<file path="config.mk">
export PLATFORM = sky130hd
export DESIGN_NAME = otter_bus_arbiter_flat
export DESIGN_NICKNAME = d
export VERILOG_FILES = /design/src/rtl/otter_bus_arbiter_if.sv /design/src/rtl/otter_bus_arbiter.sv /design/src/flat_wrapper.sv
export SDC_FILE = /design/constraint.sdc
export NUM_CORES = 1
export LEC_CHECK = 0
export CAP_MARGIN = 5
export CELL_PAD_IN_SITES_DETAIL_PLACEMENT = 1
export CELL_PAD_IN_SITES_GLOBAL_PLACEMENT = 2
export CORE_UTILIZATION = 21
export CTS_CLUSTER_SIZE = 25
export DETAILED_ROUTE_END_ITERATION = 12
export GPL_TIMING_DRIVEN = 0
export PLACE_DENSITY = 0.94
export SLEW_MARGIN = 15
export SYNTH_ARGS = -nofsm -noshare
export SYNTH_HDL_FRONTEND = slang
export SYNTH_SLANG_ARGS = --single-unit
</file>
<file path="constraint.sdc">
create_clock -name clk -period 3.6 [get_ports clk]
set_input_delay 0.54 -clock clk [delete_from_list [all_inputs] [get_ports clk]]
set_output_delay 0.54 -clock clk [all_outputs]
set_load 0.01 [all_outputs]
</file>
<file path="src/rtl/otter_bus_arbiter_if.sv">
// otter_bus: single-outstanding-transaction memory bus between a primary and a secondary.
interface otter_bus #(
    parameter int WIDTH = 32
);
    logic             rd;
    logic             wr;
    logic [1:0]       size;
    logic [WIDTH-1:0] addr;
    logic [WIDTH-1:0] wdata;
    logic [WIDTH-1:0] rdata;
    logic             error;

    modport primary (
        output rd, wr, size, addr, wdata,
        input  rdata, error
    );

    modport secondary (
        input  rd, wr, size, addr, wdata,
        output rdata, error
    );
endinterface

</file>
<file path="src/rtl/otter_bus_arbiter.sv">
// Round-robin arbiter sharing one otter_bus secondary between the fetch (m0) and
// load/store (m1) primaries; one transaction in flight, results returned registered.
module otter_bus_arbiter #(
    parameter int WIDTH   = 32,
    parameter int LATENCY = 1
) (
    input  logic        clk,
    input  logic        rst_n,
    otter_bus.secondary m0,
    otter_bus.secondary m1,
    otter_bus.primary   mem,
    output logic        m0_done,
    output logic        m1_done,
    output logic        busy
);
    localparam int            CW       = (LATENCY > 1) ? $clog2(LATENCY) : 1;
    localparam logic [CW-1:0] CNT_LOAD = CW'(LATENCY - 1);
    localparam logic [CW-1:0] CNT_ZERO = {CW{1'b0}};
    localparam logic [CW-1:0] CNT_ONE  = CW'(1);

    typedef enum logic [1:0] {
        IDLE  = 2'd0,
        ISSUE = 2'd1,
        WAIT  = 2'd2,
        DONE  = 2'd3
    } state_t;

    state_t           state_r, state_nx_s;
    logic             grant_r, grant_nx_s;
    logic             last_r, last_nx_s;
    logic [CW-1:0]    cnt_r, cnt_nx_s;
    logic             capture_s;
    logic             issue_s;
    logic             req0_s, req1_s;
    logic [1:0]       str_s;
    logic             mem_rd_r, mem_wr_r;
    logic             busy_r;
    logic             m0_done_r, m1_done_r;
    logic [WIDTH-1:0] m0_rdata_r, m1_rdata_r;
    logic             m0_error_r, m1_error_r;

    // Returns {wr, rd}; a primary raising both gets a pure write.
    function automatic logic [1:0] resolve_strobes(input logic rd, input logic wr);
        return {wr, rd & ~wr};
    endfunction

    assign req0_s = m0.rd | m0.wr;
    assign req1_s = m1.rd | m1.wr;

    // Next-state, grant selection, latency countdown and capture decision.
    always_comb begin
        state_nx_s = state_r;
        grant_nx_s = grant_r;
        last_nx_s  = last_r;
        cnt_nx_s   = cnt_r;
        capture_s  = 1'b0;
        case (state_r)
            IDLE: begin
                if (req0_s && req1_s) begin
                    grant_nx_s = ~last_r;
                    state_nx_s = ISSUE;
                end else if (req0_s) begin
                    grant_nx_s = 1'b0;
                    state_nx_s = ISSUE;
                end else if (req1_s) begin
                    grant_nx_s = 1'b1;
                    state_nx_s = ISSUE;
                end else begin
                    state_nx_s = IDLE;
                end
            end
            ISSUE: begin
                cnt_nx_s   = CNT_LOAD;
                state_nx_s = WAIT;
            end
            WAIT: begin
                if (cnt_r == CNT_ZERO) begin
                    capture_s  = 1'b1;
                    last_nx_s  = grant_r;
                    state_nx_s = DONE;
                end else begin
                    cnt_nx_s = cnt_r - CNT_ONE;
                end
            end
            DONE: begin
                state_nx_s = IDLE;
            end
            default: begin
                state_nx_s = IDLE;
            end
        endcase
    end

    // Strobes of whichever primary is about to own the bus.
    always_comb begin
        if (grant_nx_s) begin
            str_s = resolve_strobes(m1.rd, m1.wr);
        end else begin
            str_s = resolve_strobes(m0.rd, m0.wr);
        end
    end

    assign issue_s = (state_r == IDLE) && (state_nx_s == ISSUE);

    // Operand mux follows the current grant in every state so mem never sees X.
    always_comb begin
        if (grant_r) begin
            mem.addr  = m1.addr;
            mem.size  = m1.size;
            mem.wdata = m1.wdata;
        end else begin
            mem.addr  = m0.addr;
            mem.size  = m0.size;
            mem.wdata = m0.wdata;
        end
    end

    // FSM state, grant, round-robin history and latency counter.
    always_ff @(posedge clk or negedge rst_n) begin
        if (!rst_n) begin
            state_r <= IDLE;
            grant_r <= 1'b0;
            last_r  <= 1'b1;
            cnt_r   <= CNT_ZERO;
        end else begin
            state_r <= state_nx_s;
            grant_r <= grant_nx_s;
            last_r  <= last_nx_s;
            cnt_r   <= cnt_nx_s;
        end
    end

    // Registered control outputs, decoded one cycle ahead from the next state.
    always_ff @(posedge clk or negedge rst_n) begin
        if (!rst_n) begin
            mem_rd_r  <= 1'b0;
            mem_wr_r  <= 1'b0;
            busy_r    <= 1'b0;
            m0_done_r <= 1'b0;
            m1_done_r <= 1'b0;
        end else begin
            mem_rd_r  <= issue_s & str_s[0];
            mem_wr_r  <= issue_s & str_s[1];
            busy_r    <= (state_nx_s != IDLE);
            m0_done_r <= (state_nx_s == DONE) & ~grant_r;
            m1_done_r <= (state_nx_s == DONE) & grant_r;
        end
    end

    // Result registers; only the granted primary's copy is ever written.
    always_ff @(posedge clk or negedge rst_n) begin
        if (!rst_n) begin
            m0_rdata_r <= {WIDTH{1'b0}};
            m0_error_r <= 1'b0;
            m1_rdata_r <= {WIDTH{1'b0}};
            m1_error_r <= 1'b0;
        end else begin
            if (capture_s && !grant_r) begin
                m0_rdata_r <= mem.rdata;
                m0_error_r <= mem.error;
            end
            if (capture_s && grant_r) begin
                m1_rdata_r <= mem.rdata;
                m1_error_r <= mem.error;
            end
        end
    end

    assign mem.rd   = mem_rd_r;
    assign mem.wr   = mem_wr_r;
    assign m0.rdata = m0_rdata_r;
    assign m0.error = m0_error_r;
    assign m1.rdata = m1_rdata_r;
    assign m1.error = m1_error_r;
    assign m0_done  = m0_done_r;
    assign m1_done  = m1_done_r;
    assign busy     = busy_r;
endmodule

</file>
<file path="src/flat_wrapper.sv">
// flat-port wrapper written by rule: the top's interface ports become plain ports
module otter_bus_arbiter_flat 
#(
    parameter int WIDTH   = 32,
    parameter int LATENCY = 1
)
  (clk, rst_n, m0_done, m1_done, busy, m0_rd, m0_wr, m0_size, m0_addr, m0_wdata, m0_rdata, m0_error, m1_rd, m1_wr, m1_size, m1_addr, m1_wdata, m1_rdata, m1_error, mem_rd, mem_wr, mem_size, mem_addr, mem_wdata, mem_rdata, mem_error);
  otter_bus #(.WIDTH(WIDTH)) m0_i ();
  otter_bus #(.WIDTH(WIDTH)) m1_i ();
  otter_bus #(.WIDTH(WIDTH)) mem_i ();
  input  logic clk;
  input  logic rst_n;
  output logic m0_done;
  output logic m1_done;
  output logic busy;
  input wire logic [$bits(m0_i.rd)-1:0] m0_rd;
  input wire logic [$bits(m0_i.wr)-1:0] m0_wr;
  input wire logic [$bits(m0_i.size)-1:0] m0_size;
  input wire logic [$bits(m0_i.addr)-1:0] m0_addr;
  input wire logic [$bits(m0_i.wdata)-1:0] m0_wdata;
  output wire logic [$bits(m0_i.rdata)-1:0] m0_rdata;
  output wire logic [$bits(m0_i.error)-1:0] m0_error;
  input wire logic [$bits(m1_i.rd)-1:0] m1_rd;
  input wire logic [$bits(m1_i.wr)-1:0] m1_wr;
  input wire logic [$bits(m1_i.size)-1:0] m1_size;
  input wire logic [$bits(m1_i.addr)-1:0] m1_addr;
  input wire logic [$bits(m1_i.wdata)-1:0] m1_wdata;
  output wire logic [$bits(m1_i.rdata)-1:0] m1_rdata;
  output wire logic [$bits(m1_i.error)-1:0] m1_error;
  output wire logic [$bits(mem_i.rd)-1:0] mem_rd;
  output wire logic [$bits(mem_i.wr)-1:0] mem_wr;
  output wire logic [$bits(mem_i.size)-1:0] mem_size;
  output wire logic [$bits(mem_i.addr)-1:0] mem_addr;
  output wire logic [$bits(mem_i.wdata)-1:0] mem_wdata;
  input wire logic [$bits(mem_i.rdata)-1:0] mem_rdata;
  input wire logic [$bits(mem_i.error)-1:0] mem_error;
  assign m0_i.rd = m0_rd;
  assign m0_i.wr = m0_wr;
  assign m0_i.size = m0_size;
  assign m0_i.addr = m0_addr;
  assign m0_i.wdata = m0_wdata;
  assign m0_rdata = m0_i.rdata;
  assign m0_error = m0_i.error;
  assign m1_i.rd = m1_rd;
  assign m1_i.wr = m1_wr;
  assign m1_i.size = m1_size;
  assign m1_i.addr = m1_addr;
  assign m1_i.wdata = m1_wdata;
  assign m1_rdata = m1_i.rdata;
  assign m1_error = m1_i.error;
  assign mem_rd = mem_i.rd;
  assign mem_wr = mem_i.wr;
  assign mem_size = mem_i.size;
  assign mem_addr = mem_i.addr;
  assign mem_wdata = mem_i.wdata;
  assign mem_i.rdata = mem_rdata;
  assign mem_i.error = mem_error;
  otter_bus_arbiter #(.WIDTH(WIDTH), .LATENCY(LATENCY)) u_core (.clk(clk), .rst_n(rst_n), .m0(m0_i), .m1(m1_i), .mem(mem_i), .m0_done(m0_done), .m1_done(m1_done), .busy(busy));
endmodule
</file>
# After elaboration in Yosys (flattened, before gate mapping)
# Index checks and enable logic that the tools add are counted.
# word_totals
regBits	76
latch_bits	0
mem_bits_rw	0
romBits	0
input_bits	171
elab_cells	58
memories	0
# classes
add_sub_neg	1
multipliers	0
div	0
n_lt_le_gt_ge	0
eq_ne	5
n_shift	0
muxes	17
bitwise	13
reduce_logical	9
# op_table
cell	n
32-bit two-way mux	2
2-bit two-way mux	5
1-bit two-way mux	8
2-bit case mux with 4 select lines	1
1-bit bitwise AND	6
2-bit == test, second input constant	3
1-bit inverter	5
2-bit by 1-bit == test with 1-bit output, second input constant	2
1-bit logical AND	4
2-bit nonzero test	2
2-bit zero test	1
1-bit bitwise OR	2
1-bit case mux with 2 select lines	1
2-bit AND reduction	1
1-bit zero test	1
1-bit subtractor, second input constant	1

# Depth between registers and ports, before layout
# depth
depth_word	8
depth_mapped	6

# Least setup slack after synthesis
# OpenSTA, ideal clock, no wires.
# synth_path
path_type	reg-to-output
start	register u_core.grant_r
end	output mem_addr[18]
arrival_ns	1.092
required_ns	3.060
path_slack_ns	1.968
stages_incl_launch_ff	5
path_buffers	3
path_cell_list	dfrtp_1 > buf_4 > buf_6 > buf_6 > mux2_2
# synth_between
elab_chain_len	1
# synth_lines
item	line	text
start, declared	otter_bus_arbiter.sv:29	logic grant_r, grant_nx_s;
start signal, assigned	otter_bus_arbiter.sv:127	grant_r <= grant_nx_s;
32-bit two-way mux	otter_bus_arbiter.sv:107	if (grant_r) begin
end, declared	flat_wrapper.sv:33	output wire logic [$bits(mem_i.addr)-1:0] mem_addr;
# Every way passes these cells.

# Final worst setup path
# layout_path
start	register u_core.grant_r
end	output mem_wdata[18]
# layout_between
elab_chain_len	1
# layout_lines
item	line	text
32-bit two-way mux	otter_bus_arbiter.sv:107	
end, declared	flat_wrapper.sv:34	output wire logic [$bits(mem_i.wdata)-1:0] mem_wdata;
# Every way passes these cells.

==> impl_metrics.tcl <==
set metrics [dict create \
    critPathRequiredTime_ps 3060 \
    multi_input_area_um2 1790 \
    die_w_um 137 \
    finalWeightedCongestion 0.842 \
    p_per_area_nw_per_um2 799 \
    grt_first_pass_wirelength_um 23100 \
    io_buffers 307 \
    critPathSlowestCell "clkdlybuf4s50_1" \
    design_area_um2 7550 \
    clockRootBuffer "clkbuf_16" \
    fmax_mhz 381 \
    path_buf_inv 3 \
    ant_nets 0 \
    grt_overflow 0 \
    cp_max_fo 10 \
    worst_pin_slew_ps 391 \
    fillers 1894 \
    ir_drop_mv 0.363 \
    core_area_um2 18000 \
    seq_area_um2 1880 \
    dp_hpwl_um 14000 \
    drt_iter0_markers 59 \
    cts_tree "built" \
    fin_util 0.420 \
    drtPass1Iterations 4 \
    use_met3 0.0500 \
    synth_fp_nets 423 \
    tritoncts.num_buffers 9 \
    max_stage_delay_ps 550 \
    post_dp_cell_area_um2 7230 \
    grt_use_met2 0.322 \
    end_kind "output port" \
    grt_max_degree 54 \
    cts_setup_buffers 0 \
    min_period_ps 2620 \
    area_growth_pct 96.4 \
    dpl_worst_slack_ps 1170 \
    maxSlewViolCount 0 \
    slew_headroom 0.740 \
    worstPathArrival_ps 2080 \
    syn-instance-count 249 \
    hp-class "in2async" \
    antenna_found_initial 0 \
    vias 3412 \
    cp-start-kind "register" \
    seq_area_frac_synth 0.488 \
    busiest_layer "met2" \
    grt_usage 0.173 \
    drive_gt1_frac 0.290 \
    num_rows 49 \
    p_leak_nw 3.07 \
    setup_viol 0 \
    ys_ff_latch 75 \
    cts_buffer_depth 2 \
    grt_setup_unrepaired "no" \
    antennaDiodeCount 0 \
    ys_warn_count 0 \
    fin_crit_sh 0.728 \
    initial_core_util 0.214 \
    ctsHoldBuffers 0 \
    crit_chain "buf_4, buf_2, mux2_2, clkdlybuf4s50_1" \
    tns_ps 0 \
    cts_resized 0 \
    clk_latency_ps 330 \
    pin_count 308 \
    route.detailed.drc 0 \
    vias_per_cell 4.25 \
    drv_cap 0 \
    fin_worst_skew_ps 4.95 \
    worst-setup-path-type "reg2out" \
    ys_types 25 \
    grtUsageMet1 0.172 \
    netlist_area_um2 3840 \
    htree_levels 3 \
    fin_ws_ps 978 \
    grt_pass1_vias 3829 \
    crit_family "buffers and inverters" \
    dieArea_um2 18900 \
    cts.sinks 75 \
    hold_slack_ps 104 \
    path_clk_slew_ps 60 \
    fp.dieH_um 137 \
    wl_per_cell_um 20.4 \
    finalHoldViolations 0 \
    synth_area_per_cell_um2 15.4 \
    final_net_count 742 \
    wl_um 16400 \
    status "finished, final reports clean" \
]
## worst reg2reg max path, delay by kind of cell (launching register included)
family / cells / cell delay, ps
adders and majority gates: 1 / 290
buffers and inverters: 3 / 430
DFF: 1 / 350
muxes: 1 / 310
and+or+nand+nor: 1 / 190
## worst paths after layout
kind / endpoint / cells after the start / slack, ps / startpoint
setup reg to reg: u_core.m0.rdata[21] / 6 / 1910 / u_core.state_r[0]
min in group clk: u_core.m1.rdata[0] / 1 / 500 / u_core.m1.rdata[0]
setup / recovery: mem_wdata[18] / 4 / 980 / u_core.grant_r
max in group asynchronous: u_core.last_r / 2 / 2870 / rst_n
hold reg to reg: u_core.m1.rdata[0] / 1 / 500 / u_core.m1.rdata[0]
hold / removal: u_core.m0.rdata[27] / 1 / 100 / rst_n
## per-stage QoR
stage	power (mW)	std cells
after CTS	6.12	802
final	6.03	802
after global placement	4.99	785
after floorplan	3.24	249
after global routing	6.36	802
after detailed placement	5.11	786
## synth_stat cells
cell type,count,area [µm²]
mux2_2,101,1140
dfrtp_1,74,1850
mux2_4,30,450
buf_6,5,56.3
buf_4,4,30.0
inv_1,4,15.0
buf_12,3,60.1
buf_2,3,15.0
ha_1,3,37.5
and3_1,2,12.5
mux2i_1,2,20.0
nand3_1,2,10.0
nand4b_1,2,17.5
o21ai_0,2,10.0
or2_1,2,12.5
a21boi_2,1,11.3
a22oi_1,1,7.51
dfstp_2,1,26.3
mux2_1,1,11.3
nand2_4,1,11.3
nor2b_1,1,6.26
nor2b_4,1,13.8
nor4_1,1,6.26
o21a_1,1,7.51
o21bai_1,1,7.51
## cell usage in the layout (no fill, tap or decap), drive strengths merged
| cell | n |
|---|---|
| nor4 | 1 |
| a22oi | 1 |
| and3 | 2 |
| o21ai | 2 |
| buf | 17 |
| dfrtp | 74 |
| inv | 4 |
| a21boi | 1 |
| nand4b | 2 |
| o21a | 1 |
| clkbuf | 12 |
| o21bai | 1 |
| nor2b | 2 |
| nand3 | 2 |
| clkdlybuf4s50 | 306 |
| mux2i | 2 |
| nand2 | 1 |
| ha | 3 |
| bufinv | 2 |
| dfstp | 1 |
| clkinv | 2 |
| or2 | 2 |
| mux2 | 132 |
## area by class of cell
cell class                      count  share of cell area
Buffer                             15              0.0214
Clock buffer                       12              0.0326
Clock inverter                      4             0.00978
Inverter                            4             0.00199
Multi-Input combinational cell    155               0.237
Sequential cell                    75               0.249
Tap cell                          229              0.0380
Timing Repair Buffer              308               0.410
## report_power, final
part           switching [mW]  internal, mW  total (mW)
Clock                   0.343         0.626       0.969
Combinational            1.34          2.21        3.55
Sequential              0.236          1.28        1.52
## layer usage
layer,wire length (µm),up-vias
met5,0,-
met4,624,0
met3,1350,34
met2,8580,196
met1,5810,1643
li1,-,1539
## cell families after synthesis
family,count (synthesis),synth area share
flops,75,0.488
fa+ha+maj,3,0.00976
simple gates,12,0.0234
mux,134,0.421
compound gates,6,0.0114
buf+inv,19,0.0459
Note: power is estimated with default switching activity, not from simulation.
